==> src/rtl/rv32i_types.sv <==
// Shared types for the memory arbiter: FSM state encoding and the latched request layout.
package rv32i_types;

    typedef enum logic [2:0] {
        IDLE,
        SERVE_A,
        SERVE_B,
        DONE_A,
        DONE_B
    } arb_state_t;

    typedef struct packed {
        logic [31:0] address;
        logic [31:0] wdata;
        logic [3:0]  wmask;
        logic        is_write;
        logic        is_read;
    } arb_req_t;

    localparam logic GRANT_A = 1'b0;
    localparam logic GRANT_B = 1'b1;

endpackage

==> src/rtl/arb_req_reg.sv <==
// Holds the granted request so the memory side never sees requester inputs mid-service.
module arb_req_reg (
    input  logic        clk,
    input  logic        i_rst,
    input  logic        i_load,
    input  logic [31:0] i_address,
    input  logic [31:0] i_wdata,
    input  logic [3:0]  i_wmask,
    input  logic        i_is_write,
    input  logic        i_is_read,
    output logic [31:0] o_address,
    output logic [31:0] o_wdata,
    output logic [3:0]  o_wmask,
    output logic        o_is_write,
    output logic        o_is_read
);

    always_ff @(posedge clk) begin
        if (i_rst) begin
            o_address  <= '0;
            o_wdata    <= '0;
            o_wmask    <= '0;
            o_is_write <= 1'b0;
            o_is_read  <= 1'b0;
        end else if (i_load) begin
            o_address  <= i_address;
            o_wdata    <= i_wdata;
            o_wmask    <= i_wmask;
            o_is_write <= i_is_write;
            o_is_read  <= i_is_read;
        end
    end

endmodule

==> src/rtl/mem_arbiter.sv <==
// Two-port (instruction A / data B) arbiter onto a single memory port; ties alternate
// between the ports, one transaction in flight at a time.
module mem_arbiter
    import rv32i_types::*;
(
    input  logic        clk,
    input  logic        rst,
    input  logic        read_a,
    input  logic [31:0] address_a,
    output logic        resp_a,
    output logic [31:0] rdata_a,
    input  logic        read_b,
    input  logic        write_b,
    input  logic [3:0]  wmask_b,
    input  logic [31:0] address_b,
    input  logic [31:0] wdata_b,
    output logic        resp_b,
    output logic [31:0] rdata_b,
    output logic        pmem_read,
    output logic        pmem_write,
    output logic [3:0]  pmem_wmask,
    output logic [31:0] pmem_address,
    output logic [31:0] pmem_wdata,
    input  logic        pmem_resp,
    input  logic [31:0] pmem_rdata
);

    arb_state_t r_state, w_next;
    logic       r_last_grant;
    logic       w_grant_a, w_grant_b, w_b_pend, w_serve;
    arb_req_t   w_ld, w_cur;

    assign w_b_pend = read_b | write_b;

    always_comb begin
        w_next    = r_state;
        w_grant_a = 1'b0;
        w_grant_b = 1'b0;
        case (r_state)
            IDLE: begin
                // B wins a tie only when A was granted last
                if (w_b_pend && (!read_a || r_last_grant == GRANT_A)) begin
                    w_grant_b = 1'b1;
                    w_next    = SERVE_B;
                end else if (read_a) begin
                    w_grant_a = 1'b1;
                    w_next    = SERVE_A;
                end
            end
            SERVE_A: if (pmem_resp) w_next = DONE_A;
            SERVE_B: if (pmem_resp) w_next = DONE_B;
            DONE_A:  w_next = IDLE;
            DONE_B:  w_next = IDLE;
            default: w_next = IDLE;
        endcase
    end

    always_comb begin
        w_ld = '{address: address_a, wdata: '0, wmask: '0, is_write: 1'b0, is_read: 1'b1};
        if (w_grant_b) begin
            // simultaneous read+write is served as a write
            w_ld = '{address: address_b, wdata: wdata_b, wmask: wmask_b,
                     is_write: write_b, is_read: ~write_b};
        end
    end

    arb_req_reg u_req (
        .clk        (clk),
        .i_rst      (rst),
        .i_load     (w_grant_a | w_grant_b),
        .i_address  (w_ld.address),
        .i_wdata    (w_ld.wdata),
        .i_wmask    (w_ld.wmask),
        .i_is_write (w_ld.is_write),
        .i_is_read  (w_ld.is_read),
        .o_address  (w_cur.address),
        .o_wdata    (w_cur.wdata),
        .o_wmask    (w_cur.wmask),
        .o_is_write (w_cur.is_write),
        .o_is_read  (w_cur.is_read)
    );

    always_ff @(posedge clk) begin
        if (rst) begin
            r_state      <= IDLE;
            r_last_grant <= GRANT_A;
            rdata_a      <= '0;
            rdata_b      <= '0;
        end else begin
            r_state <= w_next;
            if (w_grant_a) r_last_grant <= GRANT_A;
            if (w_grant_b) r_last_grant <= GRANT_B;
            if (r_state == SERVE_A && pmem_resp) rdata_a <= pmem_rdata;
            if (r_state == SERVE_B && pmem_resp && w_cur.is_read) rdata_b <= pmem_rdata;
        end
    end

    assign w_serve      = (r_state == SERVE_A) || (r_state == SERVE_B);
    assign pmem_read    = w_serve & w_cur.is_read;
    assign pmem_write   = w_serve & w_cur.is_write;
    assign pmem_address = w_cur.address;
    assign pmem_wdata   = w_cur.wdata;
    assign pmem_wmask   = w_cur.wmask;
    assign resp_a       = (r_state == DONE_A);
    assign resp_b       = (r_state == DONE_B);

endmodule

==> config.mk <==
export PLATFORM = sky130hd
export DESIGN_NAME = mem_arbiter
export DESIGN_NICKNAME = d
export VERILOG_FILES = /design/src/rtl/rv32i_types.sv /design/src/rtl/arb_req_reg.sv /design/src/rtl/mem_arbiter.sv
export SDC_FILE = /design/constraint.sdc
export NUM_CORES = 1
export LEC_CHECK = 0
export CORE_UTILIZATION = 40
export CTS_BUF_LIST = sky130_fd_sc_hd__clkbuf_8
export DETAILED_ROUTE_END_ITERATION = 8
export GPL_TIMING_DRIVEN = 0
export HOLD_SLACK_MARGIN = 0.06
export PLACE_DENSITY = 0.78
export SETUP_SLACK_MARGIN = 0.5
export SYNTH_ARGS = -nofsm -noshare
export SYNTH_HDL_FRONTEND = slang
export SYNTH_SLANG_ARGS = --single-unit
==> constraint.sdc <==
create_clock -name clk -period 2.2 [get_ports clk]
set_input_delay 0.66 -clock clk [delete_from_list [all_inputs] [get_ports clk]]
set_output_delay 0.66 -clock clk [all_outputs]
set_load 0.005 [all_outputs]
==> results of run 1 <==
-- what timing repair did --
item,in CTS,in global routing
gates resized for setup,345,192
cloned,14,1
endpoints found under the setup margin,269,253
hold endpoints to repair,0,0
pin swaps,32,36
setup buffers,34,18
-- power breakdown --
part           internal (mW)  total [mW]  switching (mW)
combinational           1.21        2.12           0.916
clock                   1.21        2.14           0.930
sequential              2.71        2.82           0.118
total                   5.12        7.08            1.96
-- cell families (layout without fill, tap and decap cells) --
kind of cell | after synthesis | after routing
AND/OR/NAND/NOR | 218 | 218
XOR/XNOR | 1 | 1
buffers and inverters | 55 | 423
AO/OA/AOI/OAI | 173 | 174
flip-flops | 138 | 138
-- cell usage in the layout (no fill, tap or decap), drive strengths merged, types with 2 or more instances in the layout --
master         count
clkdlybuf4s50    132
clkinv             4
a22oi             36
clkdlybuf4s15     84
clkbuf            96
dfxtp            138
nand2            162
o31ai              2
bufinv             2
nor2              42
o221ai            32
buf               96
dlygate4sd2        7
and2               3
nor4               2
a21oi             99
-- critical path, delay by kind of cell, from the launching register on --
family | cells | cell delay (ns)
and+or+nand+nor | 2 | 0.30
DFF | 1 | 0.33
buffers and inverters | 2 | 0.26
xor gates and xnor gates | 1 | 0.11
-- worst paths after layout --
check                                  start                               to  slack (ns)
max                  r_state[0]$_SDFFE_PP0P_                       pmem_write         0.1
min          u_req.o_address[6]$_SDFFE_PP0P_  u_req.o_address[6]$_SDFFE_PP0P_        0.45
max reg2reg          r_state[1]$_SDFFE_PP0P_  u_req.o_address[1]$_SDFFE_PP0P_        0.33
min reg2reg  u_req.o_address[6]$_SDFFE_PP0P_  u_req.o_address[6]$_SDFFE_PP0P_        0.45
-- stage by stage --
stage / util [%] / instance area [sq um] / setup TNS (ns) / cells / hold slack (ns)
6_report: 75.96 / 9547 / 0 / 1126 / 0.4530
3_5_place_dp: 64.52 / 8109 / -24.51 / 1028 / 0.4473
5_1_grt: 75.96 / 9547 / 0 / 1126 / 0.4703
4_1_cts: 74.09 / 9311 / 0 / 1107 / 0.4448
3_3_place_gp: 64.52 / 8109 / -21.89 / 1028 / 0.4414
2_1_floorplan: - / 5181 / 0 / 585 / 0.4455
-- area by class of cell --
type                    count  area (sq um)
plain buffers              55         481.7
repair buffers            337          3173
clock buffers              24         330.3
well taps                 172         215.2
fillers                   844          3022
multi-input cells         393          2409
flip-flops and latches    138          2850
clock inverters             7         87.58
-- registers in the layout, summed over array words and instances, names as in the netlist --
register / flops
u_req.o_is_write: 1
rdata_b: 32
u_req.o_is_read: 1
r_state: 3
r_last_grant: 1
u_req.o_address: 32
u_req.o_wdata: 32
rdata_a: 32
u_req.o_wmask: 4
-- routing by layer --
| layer | track usage [%] | routed length, um |
|---|---|---|
| met1 | 29.53 | 7644 |
| met2 | 50.06 | 9734 |
| met3 | 8.525 | 1513 |
| met4 | 13.42 | 655 |
| met5 | 0 | 0 |
==> results.md, run 1 <==
- Initial antenna violation count: 0
- Routability Congestion: 0.8894
- Routed wirelength normalized by instance count: 17.36 um
- GRT Resource Usage Total: 27.81%
- TritonCTS clock tree: yes
- First-pass GRT wire length: 28300 um
- Synth Area in Simple Gates: 17.34%
- Ports placed on the boundary: 274
- Violation count after the first detailed-route iteration: 335
- Most frequently used cell type in the post-synthesis netlist: sky130_fd_sc_hd__nand2_1
- Critical path endpoint category: output pin
- Number of nets in the layout: 1080
- Mean instance size in the synthesized netlist: 8.795 sq um
- Endpoints failing setup: 0
- Maximum capacitance violations: 0
- Share of post-route cells with drive strength above 1: 33.75%
- Number of nets produced by synthesis: 723
- Number of enable-type register cells in the synthesized netlist: 0
- Delay of the slowest cell on the worst path: 0.33 ns
- WHS Path Cells: 2
- Synth warnings: 0
- Clock sinks: 138
- Number of remaining DRC errors: 0
- Worst path setup slack after routing: 0.09882 ns
- Number of library cell types mapped by synthesis: 32
- Fraction of synthesized cell area taken by the top area cell type: 53.70%
- Number of instances in the synthesized netlist: 585
- Dominant combinational cell family by area after synthesis: compound AO/OA/AOI/OAI gates
- Vias per cell: 5.195
- Die extent in x: 115.4 um
- Max clock buf depth: 2
- Post-synth ARST share: 0%
- Post-CTS Hold Buffers: 0
- Diode count: 0
- # H-tree levels: 4
- Die footprint: 13320 sq um
- Data required time of the critical path: 1.54 ns
- Unrepaired setup endpoints after global routing: true
- Starting density of the core: 40.94%
- Most area-consuming cells after synthesis: sky130_fd_sc_hd__dfxtp_1, sky130_fd_sc_hd__nand2_1, sky130_fd_sc_hd__a21oi_1
- Peak ir drop on the vdd network: 0.0005136 V
- Achievable clock frequency: 475.9 MHz
- Clk root buf: sky130_fd_sc_hd__clkbuf_8
- Largest driver fanout on the critical path: 4
- Max-slew violation count: 0
- PortBufs: 271
- Share of the yosys chip area belonging to registers: 53.70%
- Worst setup timing slack at the placement stage: -0.2898 ns
- Commonest cells in the netlist: sky130_fd_sc_hd__nand2_1, sky130_fd_sc_hd__dfxtp_1, sky130_fd_sc_hd__a21oi_1, sky130_fd_sc_hd__nor2_1, sky130_fd_sc_hd__o221ai_1
- Result of the run: finished, final reports clean
- Ys flop type: sky130_fd_sc_hd__dfxtp_1
- Residual antenna-violating net count after detailed routing: 0
- Largest net degree at the start of global routing: 17
- Row Count: 41
- Min cycle time layout: 2.101 ns
- Worst Setup Start Kind: register
- Number of CTS-inserted buffers: 17
- Number of global-route vias before repair: 5727
- Headroom to the max-slew limit: 55.05%
- Relative area change from synthesis to final layout: 85.55%
- Endpoints failing hold: 0
- Type of the most critical hold path: register to register
- Depth of the worst register-to-register path: 11
- Number of register bits inferred by synthesis: 138
- WP data arrival: 1.44 ns
- Floorplan core area: 12570 sq um
- Cell at the slowest stage of the critical path: sky130_fd_sc_hd__dfxtp_2
- Leakage power total: 3.709 nW
- Ordered cell list for the critical path: buf_6 > xnor2_1 > nor2_1 > and2_1 > buf_2
- Period utilization: 95.51%
- Hpwl dp: 12960 um
- Cell taking the most area after synthesis: sky130_fd_sc_hd__dfxtp_1
- Die Ht: 115.4 um
- Fraction of the mapped netlist area in compound gates: 22.57%
- Portion of netlist area occupied by mux cells: 0%
- Transition time at the pin with the least slew margin: 0.6742 ns
- Clock transition time at the flip-flop clock pins of the worst setup and hold paths: 0.07 ns
- Worst clock skew: 0.006896 ns
- First drt pass iteration count: 5
- Total design power: 7.084 mW
- XOR/XNOR Fraction of Synth Area: 0.1702%
- Arithmetic-cell share of the synthesized area counting full adders, half adders and majority gates: 0%
- Post-synthesis cell area: 5145 sq um
- Skew-Pair Late Insertion Delay: 0.44 ns
- Total number of vias: 5850
- Remaining global-route overflow: 0
- Total length of routed wires: 19550 um
- Power Density: 742.0 nW/um^2
- CP Class: register to output pin
No activity file was read; power rests on OpenSTA's default activity.
==> run 2, diff against run 1 <==
--- a/config.mk
+++ b/config.mk
@@ -5,6 +5,7 @@
 export SDC_FILE = /design/constraint.sdc
 export NUM_CORES = 1
 export LEC_CHECK = 0
+export CORE_MARGIN = 10
 export CORE_UTILIZATION = 40
 export CTS_BUF_LIST = sky130_fd_sc_hd__clkbuf_8
 export DETAILED_ROUTE_END_ITERATION = 8
@@ -12,6 +13,7 @@
 export HOLD_SLACK_MARGIN = 0.06
 export PLACE_DENSITY = 0.78
 export SETUP_SLACK_MARGIN = 0.5
+export SLEW_MARGIN = 0
 export SYNTH_ARGS = -nofsm -noshare
 export SYNTH_HDL_FRONTEND = slang
 export SYNTH_SLANG_ARGS = --single-unit
==> results.md, run 2 (synthesis results as in run 1) <==
- Power Density: 747.6 nW/um^2 (+0.75%)
- Worst Setup Start Kind: register
- Clock power share: 31.5% (+1.3 points)
- Skew-Pair Late Insertion Delay: 0.44 ns (about the same)
- Switching share of total power: 27.58% (-0.14 points)
- Final hold slack: 0.4543 ns (+0.001266 ns)
- Total area of multi-input combinational cells: 2220 sq um (-7.8%)
- Power share of the sequential group: 42.9% (+3.0 points)
- Period utilization: 93.61% (-1.9 points)
- Flop-to-flop setup slack: 0.34 ns (about the same)
- Hpwl dp: 15670 um (+21%)
- Die Ht: 133.4 um (+16%)
- Routability Congestion: 0.8277 (-6.9%)
- Type of the most critical hold path: register to register
- Row Count: 41 (unchanged)
- Share of post-route cells with drive strength above 1: 31.66% (-2.1 points)
- Violation count after the first detailed-route iteration: 288 (-14%)
- First-pass GRT wire length: 30900 um (+9.2%)
- Worst clock skew: 0.01484 ns (+0.007943 ns)
- Number of remaining DRC errors: 0 (unchanged)
- Endpoints failing hold: 0 (unchanged)
- Total length of routed wires: 20640 um (+5.6%)
- Die extent in x: 133.4 um (+16%)
- Most frequent cells in the layout: sky130_fd_sc_hd__nand2_1, sky130_fd_sc_hd__clkdlybuf4s50_1, sky130_fd_sc_hd__a21oi_1
- Most common cell after layout, fill and taps aside: sky130_fd_sc_hd__nand2_1
- Achievable clock frequency: 485.6 MHz (+2.0%)
- Data required time of the critical path: 1.54 ns (about the same)
- Headroom to the max-slew limit: 59.87% (+4.8 points)
- Peak ir drop on the vdd network: 0.0006001 V (+17%)
- Clk root buf: sky130_fd_sc_hd__clkbuf_8
- Largest driver fanout on the critical path: 4 (unchanged)
- Power share of the combinational group: 25.6% (-4.4 points)
- Critical path endpoint category: output pin
- Psw: 1.809 mW (-7.9%)
- Number of CTS-inserted buffers: 17 (unchanged)
- Residual antenna-violating net count after detailed routing: 0 (unchanged)
- Clock sinks: 138 (unchanged)
- Max clock buf depth: 2 (unchanged)
- Area taken by flip-flops and latches: 2843 sq um (-0.26%)
- Die footprint: 17800 sq um (+34%)
- # H-tree levels: 4 (unchanged)
- Routed wirelength normalized by instance count: 18.95 um (+9.2%)
- Result of the run: finished, final reports clean
- WP data arrival: 1.40 ns (-0.04 ns)
- Endpoints failing setup: 0 (unchanged)
- Post-CTS Hold Buffers: 0 (unchanged)
- Leakage power total: 3.418 nW (-7.8%)
- Largest net degree at the start of global routing: 17 (unchanged)
- PortBufs: 271 (unchanged)
- Cell-internal power: 4.749 mW (-7.2%)
- Vias per cell: 5.190 (-0.10%)
- Number of global-route vias before repair: 5793 (+1.2%)
- TritonCTS clock tree: yes
- Min cycle time layout: 2.059 ns (-0.04185 ns)
- Total number of vias: 5652 (-3.4%)
- Floorplan core area: 12620 sq um (+0.41%)
- Maximum capacitance violations: 0 (unchanged)
- Sum of negative setup slack: 0 ns (unchanged)
- Number of nets in the layout: 1042 (-3.5%)
- Initial antenna violation count: 2 (+2)
- Max-slew violation count: 0 (unchanged)
- Clock transition time at the flip-flop clock pins of the worst setup and hold paths: 0.06 ns (about the same)
- First drt pass iteration count: 5 (unchanged)
- Unrepaired setup endpoints after global routing: true
- CP Class: register to output pin
- Ports placed on the boundary: 274 (unchanged)
- GRT Resource Usage Total: 21.71% (-6.1 points)
- Remaining global-route overflow: 0 (unchanged)
- Final-layout fill cell count: 1030 (+22%)
- Starting density of the core: 40.77% (-0.17 points)
- Total design power: 6.558 mW (-7.4%)
- Relative area change from synthesis to final layout: 70.50%
- Transition time at the pin with the least slew margin: 0.6019 ns (-0.07228 ns)
[run 2: cell types whose count changed in the layout (fill, tap and decap cells not counted), sizes merged]
cell | previous run | this run
o31ai | 2 | 1
clkinvlp | 0 | 1
dlygate4sd2 | 7 | 3
diode | 0 | 1
inv | 1 | 3
buf | 96 | 65
clkdlybuf4s15 | 84 | 60
clkinv | 4 | 3
bufbuf | 1 | 0
clkbuf | 96 | 117
[run 2: final cells by class]
cell class                      count  share of cell area, %
Clock inverter                      9                  1.113
Sequential cell                   138                  32.41
Multi-Input combinational cell    392                  25.30
Tap cell                          172                  2.453
Timing Repair Buffer              300                  30.34
Clock buffer                       22                  3.452
Antenna cell                        1                0.02853
Buffer                             55                  4.907
[run 2: worst max-delay path, stage by stage (launching register included)]
cell and delay [ns]:
sky130_fd_sc_hd__dfxtp_2 0.34, sky130_fd_sc_hd__buf_6 0.13, sky130_fd_sc_hd__xnor2_2 0.12, sky130_fd_sc_hd__nor2_1 0.12, sky130_fd_sc_hd__and2_1 0.16, sky130_fd_sc_hd__buf_6 0.11
[run 2: through the flow]
stage	std cells	cell area (sq um)	worst slack (ns)	utilization (%)
after floorplan	585	5181	0.4470	-
after global placement	1028	8109	-0.2150	64.26
after detailed placement	1028	8109	-0.2598	64.26
after CTS	1076	8703	0.1244	68.97
after global routing	1089	8772	0.05719	69.51
final	1089	8772	0.1407	69.51
[run 2: power groups by stage]
stage	registers, mW	clock network, mW	logic, mW
floorplan	2.85	0	0.636
global placement	2.84	0	1.44
detailed placement	2.85	0	1.48
CTS	2.80	2.10	1.48
global route	2.83	2.20	1.81
finish	2.81	2.07	1.68
[run 2: metal layers]
metal | track usage [%] | vias up | routed length [um]
met4 | 8.767 | 2 | 532
li1 | - | 2674 | -
met1 | 22.77 | 2680 | 7944
met3 | 10.00 | 43 | 2028
met2 | 36.95 | 253 | 10120
met5 | 0 | - | 16
[run 2: worst paths after layout]
kind	endpoint	startpoint	cells after the start
setup / recovery	pmem_write	r_state[0]$_SDFFE_PP0P_	5
hold reg to reg	u_req.o_address[11]$_SDFFE_PP0P_	u_req.o_address[11]$_SDFFE_PP0P_	2
hold / removal	u_req.o_address[11]$_SDFFE_PP0P_	u_req.o_address[11]$_SDFFE_PP0P_	2
setup reg to reg	rdata_b[2]$_SDFFE_PP0P_	r_state[0]$_SDFFE_PP0P_	7
[run 2: timing repair]
item,4_1_cts,5_1_grt
buffers inserted,17,8
pin swaps,8,23
cloned,0,4
setup endpoints to repair,269,251
resized for setup,336,185
==> run 3, diff against run 2 <==
--- a/config.mk
+++ b/config.mk
@@ -7,8 +7,9 @@
 export LEC_CHECK = 0
 export CORE_MARGIN = 10
 export CORE_UTILIZATION = 40
-export CTS_BUF_LIST = sky130_fd_sc_hd__clkbuf_8
+export CTS_BUF_LIST = sky130_fd_sc_hd__clkbuf_4 sky130_fd_sc_hd__clkbuf_8
 export DETAILED_ROUTE_END_ITERATION = 8
+export GPL_ROUTABILITY_DRIVEN = 0
 export GPL_TIMING_DRIVEN = 0
 export HOLD_SLACK_MARGIN = 0.06
 export PLACE_DENSITY = 0.78
==> results.md, run 3 (synthesis results as in run 1) <==
- Result of the run: finished, final reports clean
- Depth of the critical timing path with buffers and inverters included: 5 (unchanged)
- Type of the most critical hold path: register to register
- Endpoint of the lowest-slack register-to-register path: rdata_b[2]$_SDFFE_PP0P_
- Worst clock skew: 0.01444 ns (-0.0004003 ns)
- Worst Path Buf+Inv: 2 (unchanged)
- # H-tree levels: 4 (unchanged)
- Violation count after the first detailed-route iteration: 314 (+9.0%)
- Total number of vias: 5625 (-0.48%)
- Clock transition time at the flip-flop clock pins of the worst setup and hold paths: 0.06 ns (about the same)
- Number of nets in the layout: 1041 (-0.096%)
- Worst Setup Start Kind: register
- GRT Resource Usage Total: 21.73% (about the same)
- WHS Path Cells: 2 (unchanged)
- Max-slew violation count: 0 (unchanged)
- Cell at the slowest stage of the critical path: sky130_fd_sc_hd__dfxtp_2
- Most common cell after layout, fill and taps aside: sky130_fd_sc_hd__nand2_1
- Initial antenna violation count: 2 (unchanged)
- Die Ht: 133.4 um (unchanged)
- Hpwl dp: 15670 um (unchanged)
- Peak ir drop on the vdd network: 0.0005895 V (-1.8%)
- Leakage power total: 3.411 nW (-0.21%)
- Min cycle time layout: 2.060 ns (+0.0002480 ns)
- Flop-to-flop setup slack: 0.32 ns (-0.02 ns)
- Sum of negative setup slack: 0 ns (unchanged)
- Largest net degree at the start of global routing: 17 (unchanged)
- CP Class: register to output pin
- TritonCTS clock tree: yes
- Floorplan core area: 12620 sq um (unchanged)
- First-pass GRT wire length: 30910 um (about the same)
- PortBufs: 271 (unchanged)
- Number of cells in the finished layout apart from fillers: 1088 (-0.092%)
- Clk root buf: sky130_fd_sc_hd__clkbuf_8
- Total length of routed wires: 20600 um (-0.18%)
- Startpoint of the worst register-to-register path: r_state[0]$_SDFFE_PP0P_
- Number of remaining DRC errors: 0 (unchanged)
- Unrepaired setup endpoints after global routing: true
- Total instance count after detailed placement: 1028 (unchanged)
- Largest driver fanout on the critical path: 4 (unchanged)
- Period utilization: 93.62% (about the same)
- Max clock buf depth: 2 (unchanged)
- Residual antenna-violating net count after detailed routing: 0 (unchanged)
- Post-CTS Hold Buffers: 0 (unchanged)
- Share of post-route cells with drive strength above 1: 31.80% (+0.14 points)
- Depth of the worst register-to-register path: 7 (unchanged)
- Startpoint of the most critical hold path: u_req.o_address[11]$_SDFFE_PP0P_
- Number of global-route vias before repair: 5792 (-0.017%)
- Vias per cell: 5.170 (-0.39%)
- Relative area change from synthesis to final layout: 70.60% (about the same)
- Die footprint: 17800 sq um (unchanged)
- Power Density: 752.4 nW/um^2 (+0.64%)
- Headroom to the max-slew limit: 60.25% (+0.38 points)
- Routed wirelength normalized by instance count: 18.94 um (about the same)
- Number of CTS-inserted buffers: 17 (unchanged)
- Most frequent cells in the layout: sky130_fd_sc_hd__nand2_1, sky130_fd_sc_hd__clkdlybuf4s50_1, sky130_fd_sc_hd__a21oi_1
- Delay of the slowest cell on the worst path: 0.34 ns (about the same)
- Clock sinks: 138 (unchanged)
- Endpoints failing hold: 0 (unchanged)
- Transition time at the pin with the least slew margin: 0.5962 ns (-0.005678 ns)
- Maximum capacitance violations: 0 (unchanged)
- Cell class contributing the biggest share of worst-path delay: flip-flops
- Endpoints failing setup: 0 (unchanged)
- Remaining global-route overflow: 0 (unchanged)
- Skew-Pair Late Insertion Delay: 0.45 ns (about the same)
- Ports placed on the boundary: 274 (unchanged)
- Row Count: 41 (unchanged)
- WP data arrival: 1.40 ns (about the same)
- Hold-critical path endpoint: u_req.o_address[11]$_SDFFE_PP0P_
- Ordered cell list for the critical path: buf_6 > xnor2_2 > nor2_1 > and2_1 > buf_6
- Data required time of the critical path: 1.54 ns (about the same)
- Starting density of the core: 40.77% (unchanged)
- Achievable clock frequency: 485.5 MHz (about the same)
- Most prevalent standard cell on the critical path: sky130_fd_sc_hd__buf_6
- First drt pass iteration count: 5 (unchanged)
- Die extent in x: 133.4 um (unchanged)
- Critical path endpoint category: output pin
run 3: final cells by class:
type / count / area (sq um)
Antenna cell: 1 / 2.502
Clock inverter: 6 / 86.33
Clock buffer: 25 / 325.3
Multi-Input combinational cell: 392 / 2220
Buffer: 55 / 432.9
Fill cell: 1028 / 3842
Timing Repair Buffer: 299 / 2654
Tap cell: 172 / 215.2
Sequential cell: 138 / 2841
run 3: power breakdown:
group	switching, mW	internal (mW)
clock	0.924	1.19
sequential	0.111	2.70
combinational	0.769	0.906
total	1.80	4.80
run 3: worst reg2reg max path: stages (launching register included):
cell and delay [ns]:
sky130_fd_sc_hd__dfxtp_2 0.34, sky130_fd_sc_hd__buf_6 0.13, sky130_fd_sc_hd__buf_4 0.13, sky130_fd_sc_hd__buf_4 0.14, sky130_fd_sc_hd__nor4b_2 0.50, sky130_fd_sc_hd__buf_2 0.32
sky130_fd_sc_hd__nand2_1 0.10, sky130_fd_sc_hd__a21oi_1 0.15
run 3: metal layers:
layer  routed length, um  GRT usage (%)
met1                7855          22.86
met4                 521          8.646
met3                2066          9.774
met2               10140          37.11
met5                  16              0
run 3: worst max path at each step:
stage                                  endpoint                    start
2_1_floorplan    u_req.o_wdata[25]$_SDFFE_PP0P_                  write_b
3_3_place_gp   u_req.o_address[30]$_SDFFE_PP0P_                   read_a
3_5_place_dp   u_req.o_address[30]$_SDFFE_PP0P_                   read_a
4_1_cts                               pmem_read  r_state[0]$_SDFFE_PP0P_
5_1_grt                               pmem_read  r_state[0]$_SDFFE_PP0P_
6_report                             pmem_write  r_state[0]$_SDFFE_PP0P_
run 3: per-stage QoR:
stage / hold slack (ns) / power, mW / cell area, sq um / utilization [%] / setup slack [ns]
2_1_floorplan: 0.4455 / 3.491 / 5181 / - / 0.4470
3_3_place_gp: 0.4420 / 4.281 / 8109 / 64.26 / -0.2150
3_5_place_dp: 0.4463 / 4.326 / 8109 / 64.26 / -0.2598
4_1_cts: 0.4437 / 6.433 / 8708 / 69.01 / 0.1244
5_1_grt: 0.4471 / 6.891 / 8777 / 69.55 / 0.05719
6_report: 0.4552 / 6.604 / 8777 / 69.55 / 0.1404
run 3: what timing repair did:
| action | in CTS | in global routing |
|---|---|---|
| resized for setup | 337 | 183 |
| pin swaps | 8 | 23 |
| cloned | 0 | 4 |
| buffers inserted | 17 | 7 |
| endpoints found under the setup margin | 269 | 248 |
